$ cat src/rtl/return_stack_pkg.sv
// return_stack_pkg: shared address width and stack depth constants
package return_stack_pkg;
    localparam int PC_WIDTH = 10;
    localparam int STACK_DEPTH = 16;
endpackage

$ cat src/rtl/return_stack_mem.sv
// stack_mem: DEPTH x WIDTH array, synchronous write, asynchronous read
module stack_mem #(
    parameter int WIDTH = 10,
    parameter int DEPTH = 16,
    localparam int AW = $clog2(DEPTH)
) (
    input  logic             clk,
    input  logic             we,
    input  logic [AW-1:0]    waddr,
    input  logic [WIDTH-1:0] wdata,
    input  logic [AW-1:0]    raddr,
    output logic [WIDTH-1:0] rdata
);
    logic [WIDTH-1:0] mem [DEPTH];
    always_ff @(posedge clk)
        if (we) mem[waddr] <= wdata;
    assign rdata = mem[raddr];
endmodule

$ cat src/rtl/return_stack.sv
// return_stack: LIFO of return addresses with zero-latency top and sticky ovf/unf flags
module return_stack
    import return_stack_pkg::*;
#(
    parameter int WIDTH = PC_WIDTH,
    parameter int DEPTH = STACK_DEPTH,
    localparam int LW = $clog2(DEPTH+1),
    localparam int AW = $clog2(DEPTH)
) (
    input  logic             clk,
    input  logic             reset,
    input  logic             push,
    input  logic             pop,
    input  logic [WIDTH-1:0] din,
    output logic [WIDTH-1:0] top,
    output logic [LW-1:0]    level,
    output logic             empty,
    output logic             full,
    output logic             ovf,
    output logic             unf
);
    logic             we;
    logic [AW-1:0]    waddr;
    logic [AW-1:0]    raddr;
    logic [WIDTH-1:0] rdata;
    logic [LW-1:0]    level_nx;
    assign empty = level == '0;
    assign full  = level == LW'(DEPTH);
    assign raddr = AW'(level - 1'b1);
    // push+pop on a non-empty stack rewrites the current top in place
    assign we    = push && (pop || !full);
    assign waddr = (push && pop && !empty) ? raddr : AW'(level);
    assign top   = empty ? '0 : rdata;
    always_comb
        level_nx = (push && !pop && !full) ? level + 1'b1 :
                   (pop && !push && !empty) ? level - 1'b1 :
                   (push && pop && empty) ? LW'(1) : level;
    always_ff @(posedge clk)
        if (reset) begin
            level <= '0;
            ovf   <= 1'b0;
            unf   <= 1'b0;
        end else begin
            level <= level_nx;
            ovf   <= ovf | (push & ~pop & full);
            unf   <= unf | (pop & empty);
        end
    stack_mem #(.WIDTH(WIDTH), .DEPTH(DEPTH)) u_mem (
        .clk(clk), .we(we), .waddr(waddr), .wdata(din), .raddr(raddr), .rdata(rdata)
    );
endmodule
$ cat config.mk
export PLATFORM = sky130hd
export DESIGN_NAME = return_stack
export DESIGN_NICKNAME = d
export VERILOG_FILES = /design/src/rtl/return_stack_pkg.sv /design/src/rtl/return_stack_mem.sv /design/src/rtl/return_stack.sv
export SDC_FILE = /design/constraint.sdc
export NUM_CORES = 1
export LEC_CHECK = 0
export ABC_AREA = 1
export CORE_MARGIN = 5
export CORE_UTILIZATION = 54
export CTS_CLUSTER_SIZE = 30
export DETAILED_ROUTE_END_ITERATION = 16
export PLACE_DENSITY = 0.75
export SLEW_MARGIN = 40
export SYNTH_ARGS = -nofsm -noshare
export SYNTH_HDL_FRONTEND = slang
export SYNTH_SLANG_ARGS = --single-unit
$ cat constraint.sdc
create_clock -name clk -period 2.69 [get_ports clk]
set_clock_uncertainty 0.1 [all_clocks]
set_input_delay 0.807 -clock clk [delete_from_list [all_inputs] [get_ports clk]]
set_output_delay 0.807 -clock clk [all_outputs]
set_load 0.01 [all_outputs]
==> metrics.csv, run 1 <==
metric,value,unit
outcome,"complete, but fails checks",
violated checks,negative setup slack,
Area growth syn-to-layout,36.7,%
final worst path period share,114,%
Synth cell types,27,
xor-xnor portion of the synthesized cell area,0.576,%
"Primary FF master, synth",edfxtp_1,
Pleak,3.75,nW
DP HPWL,11200,µm
Startpoint Class,flop,
Synth Area in Adders,0.349,%
mux cell area share after synthesis,0,%
Worst-Margin Slew,0.854,ns
HP Class,reg2reg,
Post-synth top cells,"nand2_1 (218), edfxtp_1 (160), nand3_1 (119)",
Max Cap Viol,0,
Util after Layout,74.6,%
Max-slew headroom,42.9,%
Crit. End Element,output port,
final wirelength,24100,µm
Metal-1 WL,8220,µm
P per Cell Area,982,mW/mm²
fmax,327,MHz
Port Buffers,32,
critical path class,reg2out,
total negative slack,-3.70,ns
length of routed met3 wiring,3000,µm
Max Slew Vio Count,0,
Async SR Flop Fraction,0,%
row count,42,
peak supply drop,555,µV
Synth top area share,67.0,%
Clock transition at path regs,0.07,ns
initial antenna violation count,0,
Syn Inst Count,661,
number of global-route vias before repair,5856,
"area leader, netlist",edfxtp_1,
Synth area leaders,"edfxtp_1 (67%), nand2_1 (11%), nand3_1 (8.3%)",
RSZ-0062 raised after global routing,true,
routability congestion estimate,0.947,
Synth Area per Inst,10.8,µm²
clk buf depth,2,
grt ovf,0,
layout cell share with drive strength beyond 1,32.9,%
CTS H-tree depth,4,
vias,6108,
sequential fraction of the synthesis area,69.0,%
Placeable Area,0.0131,mm²
Total Routing Usage GR,28.2,%
routed length per placed instance,25.5,µm
area fraction in compound gates after synthesis,2.36,%
Post-DRT Antenna Nets,0,
largest family of logic cells by synthesized area,simple AND/OR/NAND/NOR gates,
number of CTS-inserted buffers,17,
WL met2,11300,µm
first drt pass iteration count,6,
CP max FO,10,
Netlist Area Pre-Place,0.00717,mm²
Residual DRC,0,
Synth Register Bits,167,
Final WS setup,-0.365,ns
Final Hold Vio Count,0,
most common cell in the netlist,nand2_1,
Critical Path AT,2.15,ns
Syn Nets,677,
highest routed layer,met4,
nets,771,
fin crit period,3.05,ns
root buf cell,clkbuf_16,
IO Pins,33,
Clock Sinks,167,
Die Height,125,µm
hold buffers post-CTS,0,
clk_lat worst skew,0.44,ns
Post-synth EDFFs,160,
CTS tree,built,
Die X,125,µm
first-pass GRT wire length,33300,µm
# setup viols final,20,
Starting DRT DRC Count,1288,
WP data required,1.78,ns
Vias/cell,6.47,
Ant. Diodes,0,
Yosys warning count,0,
largest net degree at the start of global routing,34,
die area,0.0157,mm²
simple-gate share of the synthesized area,24.3,%
Initial Util,54.6,%
[flip-flops by register name, summed over array words and instances, names as in the netlist]
register / flops
unf: 1
level: 5
u_mem.mem: 160
ovf: 1
[cell families after synthesis]
group / after synthesis
XOR/XNOR: 3
adder cells (fa/ha/maj): 2
buffers and inverters: 53
AO/OA/AOI/OAI: 30
AND/OR/NAND/NOR: 406
flip-flops: 167
[path summary, 6_finish.rpt]
check        startpoint          endpoint  slack (ns)  cells past startpoint
max reg2reg    level[0]  u_mem.mem[10][8]       -0.08                     13
max            level[0]            top[9]       -0.36                     11
min reg2reg         ovf               ovf        0.38                      2
min                 ovf               ovf        0.38                      2
[power breakdown]
part	internal, mW	switching, mW
logic	1.58	2.34
clock network	1.64	1.01
registers	3.01	0.0515
total	6.22	3.40
[cell type report]
type / instances / area [µm²]
tap: 176 / 220
clock inverter: 14 / 204
clock buffer: 18 / 429
fill: 702 / 3340
inverter: 18 / 82.6
multi-input combinational: 441 / 2580
sequential: 167 / 4950
timing repair buffer: 110 / 1330
[what timing repair did]
action	CTS	global route
pin swaps	30	22
cloned	10	4
gates resized for setup	137	74
endpoints found under the setup margin	13	60
buffers inserted	10	1
[critical path, cell delays in order (launching register included)]
cell and delay [ns]:
dfxtp_2 0.36, inv_4 0.06, ha_4 0.19, inv_4 0.07, nand2_2 0.06, nand2_4 0.13
clkbuf_16 0.19, nand3_1 0.14, nand3_2 0.14, nand2_1 0.09, nor2_2 0.13, buf_2 0.14
[layer usage]
metal	track usage, %	vias to the layer above
met4	17.0	0
met3	7.51	152
met2	45.9	594
li1	-	2469
met5	0	-
met1	33.8	2893
[metrics by stage]
stage          std cells  hold WS [ns]  worst slack, ns  instance area (µm²)  power (mW)
2_1_floorplan        661         0.405          0.00239                 7210        4.54
3_3_place_gp         887         0.351           -0.281                 8020        5.53
3_5_place_dp         887         0.366           -0.350                 8020        5.58
4_1_cts              939         0.383           -0.241                 9350        8.89
5_1_grt              944         0.420           -0.403                 9800        9.86
6_report             944         0.383           -0.365                 9800        9.62
[placed cells by master, fill, tap and decap left out, types with 9 or more instances in the layout]
cell             count
clkbuf_16           21
buf_4               47
nand3_1             55
a21oi_1             15
nor2_2              20
clkdlybuf4s50_1     19
buf_2                9
nor2_1              29
buf_12              11
nand3_4             13
edfxtp_1           160
nand2_2             20
buf_16              11
nand3_2             52
inv_1               11
nand2_1            199
No activity file was read; power rests on OpenSTA's default activity.
==> inputs of run 2 (changes only) <==
--- a/config.mk
+++ b/config.mk
@@ -7,10 +7,9 @@
 export LEC_CHECK = 0
 export ABC_AREA = 1
 export CORE_MARGIN = 5
-export CORE_UTILIZATION = 54
+export CORE_UTILIZATION = 45
 export CTS_CLUSTER_SIZE = 30
 export DETAILED_ROUTE_END_ITERATION = 16
-export PLACE_DENSITY = 0.75
 export SLEW_MARGIN = 40
 export SYNTH_ARGS = -nofsm -noshare
 export SYNTH_HDL_FRONTEND = slang
==> run 2 against run 1 <==
Against the previous run:
- the run still ends with negative setup slack left
- sequential power about the same
- maximum frequency up 4.3%
- clock power down 5%
- first-iteration DRC count down 60%
- clock-buffer cell count unchanged
- critical path depth down 1
- worst setup slack better by 0.13 ns
- hold slack better by 0.0020 ns
- final area down 2.3%
- global-route usage down 6.4 points
- final cell count up 3.7%
- via count down 12%
- critical path type unchanged
- critical endpoint is now top[7]
- largest power group unchanged
==> metrics.csv, run 2 (same netlist as run 1, synthesis figures left out) <==
metric,value,unit
Final Hold Vio Count,0,
fmax,342,MHz
layout cell share with drive strength beyond 1,30.9,%
Inst Count DP,929,
routability congestion estimate,0.867,
largest net degree at the start of global routing,47,
Starting DRT DRC Count,509,
Die Height,136,µm
Port Buffers,32,
Critical Path AT,2.02,ns
WHS Endpoint,ovf,
length of routed met3 wiring,1770,µm
grt ovf,0,
fin crit period,2.93,ns
Die X,136,µm
nets,767,
Initial Util,45.5,%
outcome,"complete, but fails checks",
"worst slack, placed",-0.336,ns
first-pass GRT wire length,29600,µm
Pleak,3.65,nW
WHS Path Cells,2,
highest routed layer,met4,
top flop regs,"u_mem.mem x160, level x5",
final wirelength,20800,µm
Final WS setup,-0.238,ns
Ant. Diodes,0,
# fillers,1238,
Worst-Margin Slew,0.805,ns
initial antenna violation count,0,
clk buf depth,2,
Startpoint Class,flop,
row count,46,
Total Routing Usage GR,21.8,%
final worst path period share,109,%
WL met2,10000,µm
IO Pins,33,
# setup viols final,11,
R2R Path End,u_mem.mem[0][4],
reg-to-reg setup timing slack,0.05,ns
violated checks,negative setup slack,
Largest register FFs,160,
CP max FO,6,
clk_lat worst skew,0.42,ns
Max-slew headroom,46.2,%
Largest Register,u_mem.mem,
Max Cap Viol,0,
Post-DRT Antenna Nets,0,
RSZ-0062 raised after global routing,true,
Placeable Area,0.0158,mm²
critical path class,reg2out,
Residual DRC,0,
fin cells,979,
routed length per placed instance,21.3,µm
HP Class,reg2reg,
HP Start,ovf,
CTS tree,built,
Metal-1 WL,8560,µm
root buf cell,clkbuf_16,
Crit. End Element,output port,
Area growth syn-to-layout,33.6,%
WP data required,1.78,ns
Worst R2R Start,level[2],
number of CTS-inserted buffers,17,
DP HPWL,11800,µm
first drt pass iteration count,5,
"commonest non-fill, non-tap cell in the layout",nand2_1,
vias,5374,
peak supply drop,574,µV
CTS H-tree depth,4,
Reg2Reg Depth,11,
P per Cell Area,941,mW/mm²
"commonest cells after routing, fill and taps aside","nand2_1 (202), edfxtp_1 (160), nand3_1 (68)",
Clock transition at path regs,0.06,ns
die area,0.0186,mm²
Max Slew Vio Count,0,
number of global-route vias before repair,4972,
Vias/cell,5.49,
Clock Sinks,167,
==> run 2: changes by cell type in the layout (fill, tap and decap cells not counted), moves of 2 or more <==
cell	change
nand3_1	+13
nand2_1	+3
nor2_1	+2
a21oi_1	-3
inv_4	-2
buf_4	-4
nor2_4	-3
clkbuf_16	+3
buf_16	-9
buf_12	+3
a21oi_2	+3
nand3_4	-5
buf_6	+3
nand3_2	-8
==> run 2: area by class of cell <==
cell class	instances	area, µm²	share of cell area [%]
sequential	167	4950	51.7
multi-input combinational	441	2450	25.6
timing repair buffer	106	1220	12.7
clock buffer	18	429	4.48
tap	216	270	2.82
clock inverter	13	179	1.87
inverter	18	82.6	0.862
==> run 2: per-stage QoR <==
stage          area, µm²  utilization [%]  TNS [ns]  hold slack, ns  total power, mW
5_1_grt             9580             60.7     -4.17           0.433             9.36
4_1_cts             9150             58.0     -2.55           0.384             8.57
2_1_floorplan       7210                -         0           0.405             4.54
3_5_place_dp        8140             51.6    -15.34           0.366             5.66
3_3_place_gp        8140             51.6    -12.02           0.350             5.64
6_report            9580             60.7     -2.17           0.385             9.01
==> run 2: how the worst max path moves through the flow <==
| stage | slack, ns | to | start |
|---|---|---|---|
| 2_1_floorplan | 0.002 | top[1] | level[0] |
| 3_3_place_gp | -0.36 | top[7] | level[0] |
| 6_report | -0.24 | top[7] | level[0] |
| 4_1_cts | -0.27 | top[2] | level[0] |
| 5_1_grt | -0.31 | top[0] | level[0] |
| 3_5_place_dp | -0.34 | top[7] | level[0] |
==> run 2: what timing repair did <==
item | CTS | global route
hold buffers | 0 | 0
resized for setup | 105 | 65
gates cloned | 5 | 8
buffers inserted | 5 | 5
endpoints found under the setup margin | 12 | 32
pin swaps | 21 | 29
==> run 2: critical path, stage by stage, from the launching register on <==
cell and delay (ns):
dfxtp_2 0.35, inv_4 0.05, ha_4 0.36, inv_8 0.07
buf_12 0.14, nand3_1 0.11, nand3_1 0.10, nand2_1 0.11
nor2_2 0.06, nor2_2 0.11, buf_2 0.15
==> run 2: per-layer routing <==
metal	track usage, %	vias up
met5	0	-
met4	6.33	0
met3	4.07	40
met2	34.3	266
met1	31.2	2608
li1	-	2460
==> run 2: where the power goes <==
group	switching, mW	internal, mW	leakage (nW)
registers	0.0432	3.01	1.50
clock network	0.972	1.54	0.291
logic	2.05	1.40	1.86
==> patch, RTL diff (settings of run 1) <==
Set the package constant `PC_WIDTH` to 12 (it was 10).
--- a/src/rtl/return_stack_pkg.sv
+++ b/src/rtl/return_stack_pkg.sv
@@ -1,6 +1,6 @@
 // return_stack_pkg: shared address width and stack depth constants
 package return_stack_pkg;
-    localparam int PC_WIDTH = 10;
+    localparam int PC_WIDTH = 12;
     localparam int STACK_DEPTH = 16;
 endpackage
 
Ports: changed (resized din and top); port bits go from 33 to 37. The function was not compared with the original's and may differ.
==> patch against run 1 <==
- the flow still finishes with violations (setup timing)
- power grew 20%
- routed wire length grew 31%
- synthesized area grew 18%
- synthesized cell count grew 15%
- worst setup slack lost 0.072 ns
- clock power grew 3%
- design area grew 22%
- utilization grew 3.8 points
- sequential cell count grew 32
- critical endpoint is now top[1]
- largest cell class unchanged
- largest power group unchanged
==> patch: results (changes against run 1) <==
[routing]
drtIter0Drc=1332  ; +3.4%
dr.pass1.iters=7  ; +1
num_vias=7542  ; +23%
routed_wl_um=31510  ; +31%

[synthesis]
ys_top_cells_by_area=edfxtp_1 (68%), nand2_1 (11%), nand3_1 (8.4%)
syn_nets=776  ; +15%
synth-async-reset-ratio=0  ; unchanged
synth_common_cells=nand2_1 (244), edfxtp_1 (192), nand3_1 (142), nor2_1 (42), a21oi_1 (38)
avgSynthCellArea_sq_um=11.14  ; +2.6%
synth_edf_count=192  ; +20%
yosysSeqAreaShare=0.6997  ; +0.01009
synth_top_area_frac=0.6831  ; +0.01303

[power_and_ir_drop]
ir_drop_v=0.0007011  ; +26%
leakage_nw=4.493  ; +20%
internal_power_mw=7.265  ; +17%

[cells_and_area]
drive_gt1_frac=0.3811  ; +0.05168
reg_top3=u_mem.mem x192, level x5
fin_nets=905  ; +17%
fillers=737  ; +5.0%
layoutNonFillerInstCount=1111  ; +18%

[timing]
setup_tns_ns=-11.52  ; -7.813 ns
setup_viol=177  ; +790%
worstMarginPinSlew_ns=0.7763  ; -0.07812 ns
fin_ws_ns=-0.4367  ; -0.07199 ns
holdWs_ns=0.3788  ; -0.004157 ns

[worst_setup_path]
r2r-end=u_mem.mem[11][8]
critPathArrivalTime_ns=2.22  ; +0.07 ns
crit_fanout=4  ; -6
rrSetupSlack_ns=-0.11  ; -0.03 ns
rr_worst_depth=15  ; +2

[clocking]
clock_latency_ns=0.46  ; +0.02 ns
htree_levels=4  ; unchanged
clk_path_buf_depth=2  ; unchanged
clk_pin_slew_ns=0.07  ; about the same

[global_routing]
grt_pass1_wl_um=40540  ; +22%
grt_pass1_vias=6724  ; +15%
grt_max_degree=40  ; +18%
grtUsageTotal=0.3050  ; +0.02285

[placed_design]
dp_slack_ns=-0.4066  ; -0.05691 ns
dpl_cell_area_sq_um=9519  ; +19%
placedCellCount=1033  ; +16%
place_congestion=0.9152  ; -3.4%
portBuffers=36  ; +13%
post-dp-hpwl_um=13100  ; +17%

[outcome]
violations=setup timing
outcome=complete, but fails checks

[hold_path]
hold_class=reg2reg
hold_end=unf
hold_start=unf
min_path_cells=1  ; -1

==> patch: changes by cell type in the layout (fill, tap and decap cells not counted), moves of 7 or more <==
cell,change
nand2_1,+19
nor2_4,+13
buf_6,+25
a21oi_2,+16
nand3_2,+11
a21oi_4,+7
nor2_1,-14
nand3_1,+13
edfxtp_1,+32
nor2_2,-7
nand2_4,+7
buf_12,+7
a21oi_1,-7
==> patch: repair_timing <==
item                       4_1_cts  5_1_grt
cloned                          16        6
setup endpoints to repair      207      206
gates resized for setup        242      100
pin swaps                       56       46
setup buffers                   13       12
==> patch: power groups by stage <==
stage | clock (mW) | sequential, mW | combinational, mW
CTS | 2.66 | 3.62 | 4.12
detailed placement | 0 | 3.68 | 2.92
global placement | 0 | 3.68 | 2.86
global route | 2.86 | 3.64 | 5.30
finish | 2.72 | 3.64 | 5.19
floorplan | 0 | 3.69 | 1.65
==> patch: cell families (layout without fill, tap and decap cells) <==
| family | after synthesis | in the layout | share of synthesized area |
|---|---|---|---|
| simple gates | 448 | 451 | 0.2284 |
| flops | 199 | 199 | 0.6997 |
| buf+inv | 60 | 199 | 0.03572 |
| compound gates | 46 | 46 | 0.02831 |
| xor+xnor | 3 | 3 | 0.004892 |
| fa+ha+maj | 2 | 2 | 0.002964 |
==> patch: worst max-delay path, cell delays in order, from the launching register on <==
cell     delay (ns)
dfxtp_4        0.38
inv_4          0.06
ha_4           0.28
buf_8          0.14
buf_12         0.14
buf_16         0.14
nand3_4        0.08
nand3_2        0.10
nand3_2        0.08
nand2_2        0.06
nor2_2         0.13
buf_2          0.16
==> patch: layer usage <==
metal	track usage	vias to the layer above	share of wire
li1	-	2908	-
met1	0.3942	3508	0.32
met2	0.4755	867	0.45
met3	0.08308	259	0.14
met4	0.1596	0	0.090
met5	0	-	0
==> patch: area by class of cell <==
cell class	instances	area, sq um	area share
flip-flops and latches	199	5912	0.4945
multi-input cells	502	3256	0.2723
repair buffers	150	1837	0.1536
clock buffers	20	436.7	0.03652
well taps	211	264.0	0.02208
clock inverters	12	175.2	0.01465
inverters	17	76.32	0.006383
==> patch: how the worst max path moves through the flow <==
stage	startpoint	end	slack, ns
floorplan	level[0]	top[10]	0.008
global placement	level[0]	top[11]	-0.35
detailed placement	level[0]	top[11]	-0.41
CTS	level[0]	top[9]	-0.26
global route	level[0]	top[1]	-0.45
finish	level[0]	top[1]	-0.44
